`src/rtl/dp_ctrl_pkg.sv`:
```
// -----------------------------------------------------------------------------
// dp_ctrl_pkg
// Shared definitions for the data-processing issue controller:
//   - issue FSM state encoding (IDLE/EXEC/WB)
//   - opcode indices of the attached per-opcode ALU op units
//   - bit positions of N/Z/C inside the packed flag register
// -----------------------------------------------------------------------------
package dp_ctrl_pkg;

    typedef enum logic [1:0] {
        ST_IDLE = 2'd0,
        ST_EXEC = 2'd1,
        ST_WB   = 2'd2
    } state_t;

    // Opcode index == bit position in op_en
    localparam int unsigned OP_AND = 0;
    localparam int unsigned OP_EOR = 1;
    localparam int unsigned OP_SUB = 2;
    localparam int unsigned OP_RSB = 3;
    localparam int unsigned OP_ADD = 4;
    localparam int unsigned OP_ADC = 5;
    localparam int unsigned OP_SBC = 6;
    localparam int unsigned OP_RSC = 7;
    localparam int unsigned OP_TST = 8;
    localparam int unsigned OP_TEQ = 9;
    localparam int unsigned OP_CMP = 10;
    localparam int unsigned OP_CMN = 11;
    localparam int unsigned OP_ORR = 12;
    localparam int unsigned OP_MOV = 13;
    localparam int unsigned OP_BIC = 14;
    localparam int unsigned OP_MVN = 15;

    // Packed flag register layout
    localparam int unsigned FLG_C = 0;
    localparam int unsigned FLG_Z = 1;
    localparam int unsigned FLG_N = 2;
    localparam int unsigned FLG_W = 3;

endpackage

```
`src/rtl/dp_op_decode.sv`:
```
// -----------------------------------------------------------------------------
// dp_op_decode
// Combinational opcode decoder: opcode index -> one-hot op-unit enable plus a
// legal bit (opcode addresses an attached unit).
// Ports:
//   op_i      in  OP_W   opcode index
//   onehot_o  out N_OPS  one-hot enable (all zero for an illegal opcode)
//   legal_o   out 1      op_i < N_OPS
// -----------------------------------------------------------------------------
module dp_op_decode
    import dp_ctrl_pkg::*;
#(
    parameter int unsigned N_OPS = 16,
    parameter int unsigned OP_W  = 4
) (
    input  logic [OP_W-1:0]  op_i,
    output logic [N_OPS-1:0] onehot_o,
    output logic             legal_o
);

    // Equality per unit rather than a range compare: stays meaningful (and
    // free of constant-compare results) when N_OPS == 2**OP_W.
    always_comb begin
        onehot_o = '0;
        for (int unsigned i = 0; i < N_OPS; i++) begin
            if (op_i == OP_W'(i)) begin
                onehot_o[i] = 1'b1;
            end
        end
    end

    assign legal_o = |onehot_o;

endmodule

```
`src/rtl/dp_issue_ctrl.sv`:
```
// -----------------------------------------------------------------------------
// dp_issue_ctrl
// Sequences decoded data-processing instructions onto the per-opcode ALU op
// units. One request is accepted via valid/ready; exactly one unit is enabled
// for LAT cycles, then its result and flags are captured. Owns the
// architectural N/Z/C register and hands Rd to register-file writeback.
//
// Configuration macro: DP_ILLEGAL_TRAP_EN
//   defined   : illegal opcode (>= N_OPS) is accepted, dropped, err pulses
//               for the cycle after accept.
//   undefined : illegal opcode is accepted as a NOP, err tied 0.
//
// Ports:
//   clk, rst              clock (posedge), async active-high reset
//   req_valid/req_ready   request handshake
//   req_op/s/wb/rd        opcode, commit-flags, write-Rd, destination
//   op_en                 one-hot enable to op units (EXEC only)
//   flag_n/z/c            architectural flags (also unit carry/neg/zero in)
//   res_in, n_in/z_in/c_in result and flags from the enabled unit
//   wb_valid/wb_ready     writeback handshake; wb_rd/wb_data payload
//   busy                  state != IDLE
//   err                   illegal-opcode pulse
// -----------------------------------------------------------------------------
module dp_issue_ctrl
    import dp_ctrl_pkg::*;
#(
    parameter int unsigned N_OPS = 16,
    parameter int unsigned OP_W  = 4,
    parameter int unsigned LAT   = 1
) (
    input  logic             clk,
    input  logic             rst,
    input  logic             req_valid,
    output logic             req_ready,
    input  logic [OP_W-1:0]  req_op,
    input  logic             req_s,
    input  logic             req_wb,
    input  logic [3:0]       req_rd,
    output logic [N_OPS-1:0] op_en,
    output logic             flag_n,
    output logic             flag_z,
    output logic             flag_c,
    input  logic [31:0]      res_in,
    input  logic             n_in,
    input  logic             z_in,
    input  logic             c_in,
    output logic             wb_valid,
    input  logic             wb_ready,
    output logic [3:0]       wb_rd,
    output logic [31:0]      wb_data,
    output logic             busy,
    output logic             err
);

    localparam int unsigned CNT_W = $clog2(LAT + 1);

    state_t             state_q, state_d;
    logic [CNT_W-1:0]   cnt_q, cnt_d;
    logic [N_OPS-1:0]   en_q, en_d;
    logic               s_q, s_d;
    logic               wb_q, wb_d;
    logic [3:0]         rd_q, rd_d;
    logic [FLG_W-1:0]   flags_q, flags_d;
    logic [3:0]         wb_rd_q, wb_rd_d;
    logic [31:0]        wb_data_q, wb_data_d;

    logic [N_OPS-1:0]   dec_onehot;
    logic               dec_legal;
    logic               accept;

    dp_op_decode #(
        .N_OPS (N_OPS),
        .OP_W  (OP_W)
    ) u_dec (
        .op_i     (req_op),
        .onehot_o (dec_onehot),
        .legal_o  (dec_legal)
    );

    assign req_ready = (state_q == ST_IDLE) && !rst;
    assign accept    = req_valid && req_ready;

    // Opcode is decoded at accept and held one-hot; equivalent to 1<<op_q.
    always_comb begin
        state_d   = state_q;
        cnt_d     = cnt_q;
        en_d      = en_q;
        s_d       = s_q;
        wb_d      = wb_q;
        rd_d      = rd_q;
        flags_d   = flags_q;
        wb_rd_d   = wb_rd_q;
        wb_data_d = wb_data_q;
        case (state_q)
            ST_IDLE: begin
                if (accept) begin
                    s_d   = req_s;
                    wb_d  = req_wb;
                    rd_d  = req_rd;
                    en_d  = dec_onehot;
                    cnt_d = CNT_W'(LAT - 1);
                    if (dec_legal) begin
                        state_d = ST_EXEC;
                    end
                end
            end
            ST_EXEC: begin
                if (cnt_q == '0) begin
                    wb_data_d = res_in;
                    wb_rd_d   = rd_q;
                    if (s_q) begin
                        flags_d[FLG_N] = n_in;
                        flags_d[FLG_Z] = z_in;
                        flags_d[FLG_C] = c_in;
                    end
                    state_d = wb_q ? ST_WB : ST_IDLE;
                end else begin
                    cnt_d = cnt_q - CNT_W'(1);
                end
            end
            ST_WB: begin
                if (wb_ready) begin
                    state_d = ST_IDLE;
                end
            end
            default: state_d = ST_IDLE;
        endcase
    end

    always_ff @(posedge clk or posedge rst) begin
        if (rst) begin
            state_q   <= ST_IDLE;
            cnt_q     <= '0;
            en_q      <= '0;
            s_q       <= 1'b0;
            wb_q      <= 1'b0;
            rd_q      <= '0;
            flags_q   <= '0;
            wb_rd_q   <= '0;
            wb_data_q <= '0;
        end else begin
            state_q   <= state_d;
            cnt_q     <= cnt_d;
            en_q      <= en_d;
            s_q       <= s_d;
            wb_q      <= wb_d;
            rd_q      <= rd_d;
            flags_q   <= flags_d;
            wb_rd_q   <= wb_rd_d;
            wb_data_q <= wb_data_d;
        end
    end

`ifdef DP_ILLEGAL_TRAP_EN
    logic err_q, err_d;

    assign err_d = accept && !dec_legal;

    always_ff @(posedge clk or posedge rst) begin
        if (rst) begin
            err_q <= 1'b0;
        end else begin
            err_q <= err_d;
        end
    end

    assign err = err_q;
`else
    assign err = 1'b0;
`endif

    // Gated by state so an async reset mid-op drops the enable immediately.
    assign op_en    = (state_q == ST_EXEC) ? en_q : '0;
    assign flag_n   = flags_q[FLG_N];
    assign flag_z   = flags_q[FLG_Z];
    assign flag_c   = flags_q[FLG_C];
    assign wb_valid = (state_q == ST_WB);
    assign wb_rd    = wb_rd_q;
    assign wb_data  = wb_data_q;
    assign busy     = (state_q != ST_IDLE);

endmodule
```
`config.mk`:
```
export PLATFORM = sky130hd
export DESIGN_NAME = dp_issue_ctrl
export DESIGN_NICKNAME = d
export VERILOG_FILES = /design/src/rtl/dp_ctrl_pkg.sv /design/src/rtl/dp_op_decode.sv /design/src/rtl/dp_issue_ctrl.sv
export SDC_FILE = /design/constraint.sdc
export NUM_CORES = 1
export LEC_CHECK = 0
export CAP_MARGIN = 20
export CORE_ASPECT_RATIO = 1.2
export CORE_MARGIN = 10
export CORE_UTILIZATION = 43
export DETAILED_ROUTE_END_ITERATION = 12
export HOLD_SLACK_MARGIN = 0.06
export PLACE_DENSITY = 0.8
export SYNTH_ARGS = -nofsm -noshare
export SYNTH_HDL_FRONTEND = slang
export SYNTH_SLANG_ARGS = --single-unit
```
`constraint.sdc`:
```
create_clock -name clk -period 2.1 [get_ports clk]
set_clock_uncertainty 0.1 [all_clocks]
set_input_delay 0.21 -clock clk [delete_from_list [all_inputs] [get_ports clk]]
set_output_delay 0.21 -clock clk [all_outputs]
set_load 0.1 [all_outputs]
```
==> Word level (Yosys, flattened, before mapping) <==
Index checks and enable logic that the tools add are counted.
{ "op_classes": {"n_addsub": 1, "eq_ne": 21, "muxes": 26, "bitwise_logic": 1, "n_reduce_logical": 13} }
{ "op_table": {"columns": ["operator", "n"], "rows": [
  ["$eq A4 B4 Y1 const B", 8],
  ["$mux W1", 18],
  ["$eq A4 B3 Y1 const B", 4],
  ["$mux W16", 1],
  ["$reduce_or A16 Y1", 1],
  ["$mux W2", 5],
  ["$eq A4 B2 Y1 const B", 2],
  ["$ne A2 B2 Y1 const B", 3],
  ["$pmux W2 S3", 1],
  ["$reduce_and A2 Y1", 3],
  ["$eq A4 B1 Y1 const B", 1],
  ["$logic_not A4 Y1", 1],
  ["$reduce_and A4 Y1", 1],
  ["$reduce_bool A2 Y1", 2],
  ["$reduce_and A3 Y1", 1],
  ["$eq A2 B1 Y1 const B", 1],
  ["$eq A2 B2 Y1 const B", 1],
  ["$logic_and A1 B1 Y1", 2],
  ["$logic_not A2 Y1", 1],
  ["$ne A2 B1 Y1 const B", 1],
  ["$pmux W1 S2", 1],
  ["$logic_not A1 Y1", 1],
  ["$not A1 Y1", 1],
  ["$sub A1 B1 Y1 const B", 1]
]} }
{ "word_totals": {"register_bits": 64, "inputBits": 49, "output_inout_bits": 59, "elab_cells": 71} }

==> Depth between registers and ports, before layout <==
{ "depth": {"depth_word": 6, "depth_mapped": 4, "mapped_depth_nobuf": 2} }

==> By module <==
Synthesis repeated with hierarchy kept, for this count alone.
{ "unflattened": {"hier_cells": 182, "hier_area_um2": 2750.1} }
{ "by_module_without_submodules": {"columns": ["module", "n_inst", "cells_per_inst", "area_each_um2", "seq_area_each_um2"], "rows": [
  ["dp_issue_ctrl", 1, 160, 2512.4, 1576.5],
  ["dp_op_decode", 1, 22, 237.7, 0.0]
]} }

==> Worst setup path after synthesis <==
OpenSTA, ideal clock, no wires.
{ "synth_path": {"kind": "register to output", "startpoint": "register state_q[0]", "endpoint": "output port req_ready", "arrival_time_ps": 2306, "required_time_ps": 1790, "path_slack_ps": -516, "stages_incl_launch_ff": 3, "path_buffers": 0, "path_cell_list": "dfrtp_1 -> or2_2 -> nor2_1"} }
{ "synth_between": {"elab_chain_cells": 2} }
{ "synth_lines": {"columns": ["element", "line", "rtl"], "rows": [
  ["start: declaration", "dp_issue_ctrl.sv:57", "state_t state_q, state_d;"],
  ["start signal: assignment", "dp_issue_ctrl.sv:142", "state_q <= state_d;"],
  ["$logic_not A2 Y1", "dp_issue_ctrl.sv:80", "assign req_ready = (state_q == ST_IDLE) && !rst;"],
  ["$logic_and A1 B1 Y1", "dp_issue_ctrl.sv:80", null],
  ["end: declaration", "dp_issue_ctrl.sv:34", "output logic req_ready,"]
]} }
Every way passes these cells.

==> Worst setup path after layout <==
{ "layout_path": {"startpoint": "register state_q[1]", "endpoint": "output port op_en[15]"} }
{ "layout_between": {"elab_chain_cells": 2} }
{ "layout_lines": {"columns": ["element", "line", "rtl"], "rows": [
  ["$eq A2 B1 Y1", "dp_issue_ctrl.sv:173", "assign op_en = (state_q == ST_EXEC) ? en_q : '0;"],
  ["$mux W16", "dp_issue_ctrl.sv:173", null],
  ["end: declaration", "dp_issue_ctrl.sv:39", "output logic [N_OPS-1:0] op_en,"]
]} }
Every way passes these cells.

==> results.ini <==
[detailed_routing]
ant_nets=0
finalWirelength_mm=6.65
drtIter0Drc=122
num_vias=1855
vias_per_cell=4.95
first_pass_iters=4
drc_errors=0
wl_per_cell_um=17.7

[power]
swShare=0.511
clock_power_share=0.187
cellLeakagePower_nw=1.86
ir_drop_mv=1.03
power_frac_comb=0.540
power_frac_seq=0.272
p_int_mw=3.13
powerDensity_mw_per_mm2=1540
power.switching_mw=3.28

[clock_network]
worstSkewPairLatency_ns=0.33
cts_buffer_depth=2
numCtsBuffers=9
ctsHoldBuffers=0
cts-root-buf=clkbuf_8
cts_htree_levels=3
ctsResizeCount=0
clock_sinks=63
cts_setup_buffers=0
clkTransAtPathRegs_ns=0.07
cts_tree=done

[logic_synthesis]
avgSynthCellArea_um2=14.9
synth_top_family_by_area=multiplexers
synthAdderAreaFrac=0
seq_area_frac_synth=0.589
synthMuxAreaShare=0.256
synth-compound-area-share=0.00327
synth-simple-area-share=0.116
synth_cells=180
synth_area_mm2=0.00268
synth_xor_area_frac=0
synth.net_count=229
ys_ff_latch=63
yosysUniqueCellTypes=21
synth_warnings=0

[placement]
hpwl_mm=4.96
dpl_cell_area_mm2=0.00393
portBuffers=106
place_congestion=0.710
dp_slack_ns=0.255

[cells_and_area]
area_delta_synth_final_pct=55.4
final_cell_area_mm2=0.00416
fin_nets=338
post-route-util=0.687
antennaDiodeCount=0
drive_above_1_share=0.495

[critical_path]
r2r_end=wb_data[19]
worstSetupStartpoint=state_q[1]
crit_chain=nand2b_2, nor2_2, buf_12
critPathSlowestCell=dfrtp_1
r2r-start=state_q[1]
end_kind=output pin
cp-start-kind=flop
critPathMaxFanout=14
cpPeakStageDelay_ns=0.44
r2r_slack_ns=0.44
cp_data_required_time_ns=1.79
endpoint=op_en[15]
r2r.worst_path.cells=3
worstPathArrival_ns=1.59
crit_type=flop to output pin

[sta]
rsz0062_at_grt=false
worst_pin_slew_ns=0.530
setup_ws_ns=0.205
timing.final.max_slew_violations=0
period_share=0.903
fmax_ghz=0.528
hold_violations=0
slew_headroom=0.646
min_period_ns=1.90
finalSetupViolations=0

[floorplanning]
die_y_um=106
dieArea_mm2=0.00979
start_util=0.442
rows=31
die_w_um=92
boundaryPins=108
coreArea_mm2=0.00605

[grt]
grt_pass1_vias=2020
grt_max_degree=28
grt_use_total=0.136
grt_pass1_wl_mm=10.7
antenna_found_initial=0
grt_overflow=0

[worst_hold_path]
hold_class=input pin to asynchronous set/reset pin

[run_status]
status=completed

[run]
maxCapViolCount=0

-- power by group through the flow --
stage / sequential [mW] / combinational (mW) / clock [mW]
final: 1.74 / 3.46 / 1.20
after floorplan: 3.86 / 0.571 / 0
after global routing: 1.79 / 3.56 / 1.28
after detailed placement: 1.77 / 3.50 / 0
after CTS: 1.75 / 3.50 / 1.23
after global placement: 1.74 / 3.47 / 0
-- Yosys cell counts (all sizes together) --
cell    instances  area share
and4b           4       0.015
nand4           1      0.0023
or2             1      0.0023
nor4b           5       0.022
dfrtp          63        0.59
mux2           60        0.25
conb            1      0.0014
inv             3      0.0042
nor4            1      0.0023
buf             7       0.022
nand3b          1      0.0028
and2b           2      0.0065
and2           15       0.035
nand2b          1      0.0023
clkbuf          5      0.0070
a22o            1      0.0033
nor4bb          6       0.022
nor2            2      0.0028
mux2i           1      0.0037
-- cells by family after synthesis --
kind of cell	after synthesis
flip-flops	63
multiplexers	61
other	1
buffers and inverters	15
AO/OA/AOI/OAI	1
AND/OR/NAND/NOR	39
-- through the flow --
step	hold WS [ns]	total power, mW	std cells	setup TNS [ns]
2_1_floorplan	0.260	4.43	180	-0.0444
3_3_place_gp	0.382	5.20	360	0
3_5_place_dp	0.389	5.26	360	0
4_1_cts	0.260	6.48	375	0
5_1_grt	0.292	6.63	375	0
6_report	0.258	6.41	375	0
-- placed cells by master (no fill, tap or decap) --
master            n
dfrtp_1          63
mux2_2           60
clkdlybuf4s50_1  48
buf_4            40
buf_12           22
and2_1           15
clkbuf_8         12
nor4bb_1          6
nor4b_1           4
and4b_1           4
and2b_2           2
inv_1             2
nor2_2            2
bufinv_16         2
nand2b_2          1
nor4b_4           1
nand3b_1          1
nor4_1            1
or2_2             1
inv_2             1
a22o_1            1
nand4_1           1
mux2i_1           1
conb_1            1
clkinv_2          1
-- state kept, by name, indices dropped and copies added (netlist names) --
| register | flops |
|---|---|
| wb_data | 32 |
| s_q | 1 |
| wb_rd | 4 |
| rd_q | 4 |
| wb_q | 1 |
| flags_q | 3 |
| en_q | 16 |
| state_q | 2 |
-- critical path, delay by kind of cell (launching register included) --
kind	cells	cell delay [ns]
DFF	1	0.44
and+or+nand+nor	2	0.62
buffers and inverters	1	0.19
-- layer usage --
layer  wire (um)  global-route usage
met1        2600               0.152
met2        3490               0.223
met3         438              0.0486
met4         121              0.0717
met5           0                   0
-- how the worst min path moves through the flow --
stage,to,slack (ns),depth (start not counted)
floorplan,flags_q[0],0.26,1
global placement,state_q[1],0.38,1
detailed placement,en_q[9],0.39,1
CTS,en_q[6],0.26,2
global route,en_q[13],0.29,2
finish,en_q[0],0.26,2
-- final cells by class --
| class | instances | area [um2] |
|---|---|---|
| multi-input combinational | 102 | 1020 |
| timing repair buffer | 110 | 1220 |
| clock buffer | 12 | 165 |
| fill | 453 | 1890 |
| sequential | 63 | 1580 |
| inverter | 3 | 11.3 |
| tap | 82 | 103 |
| clock inverter | 3 | 65.1 |
Note: power is estimated with default switching activity, not from simulation.
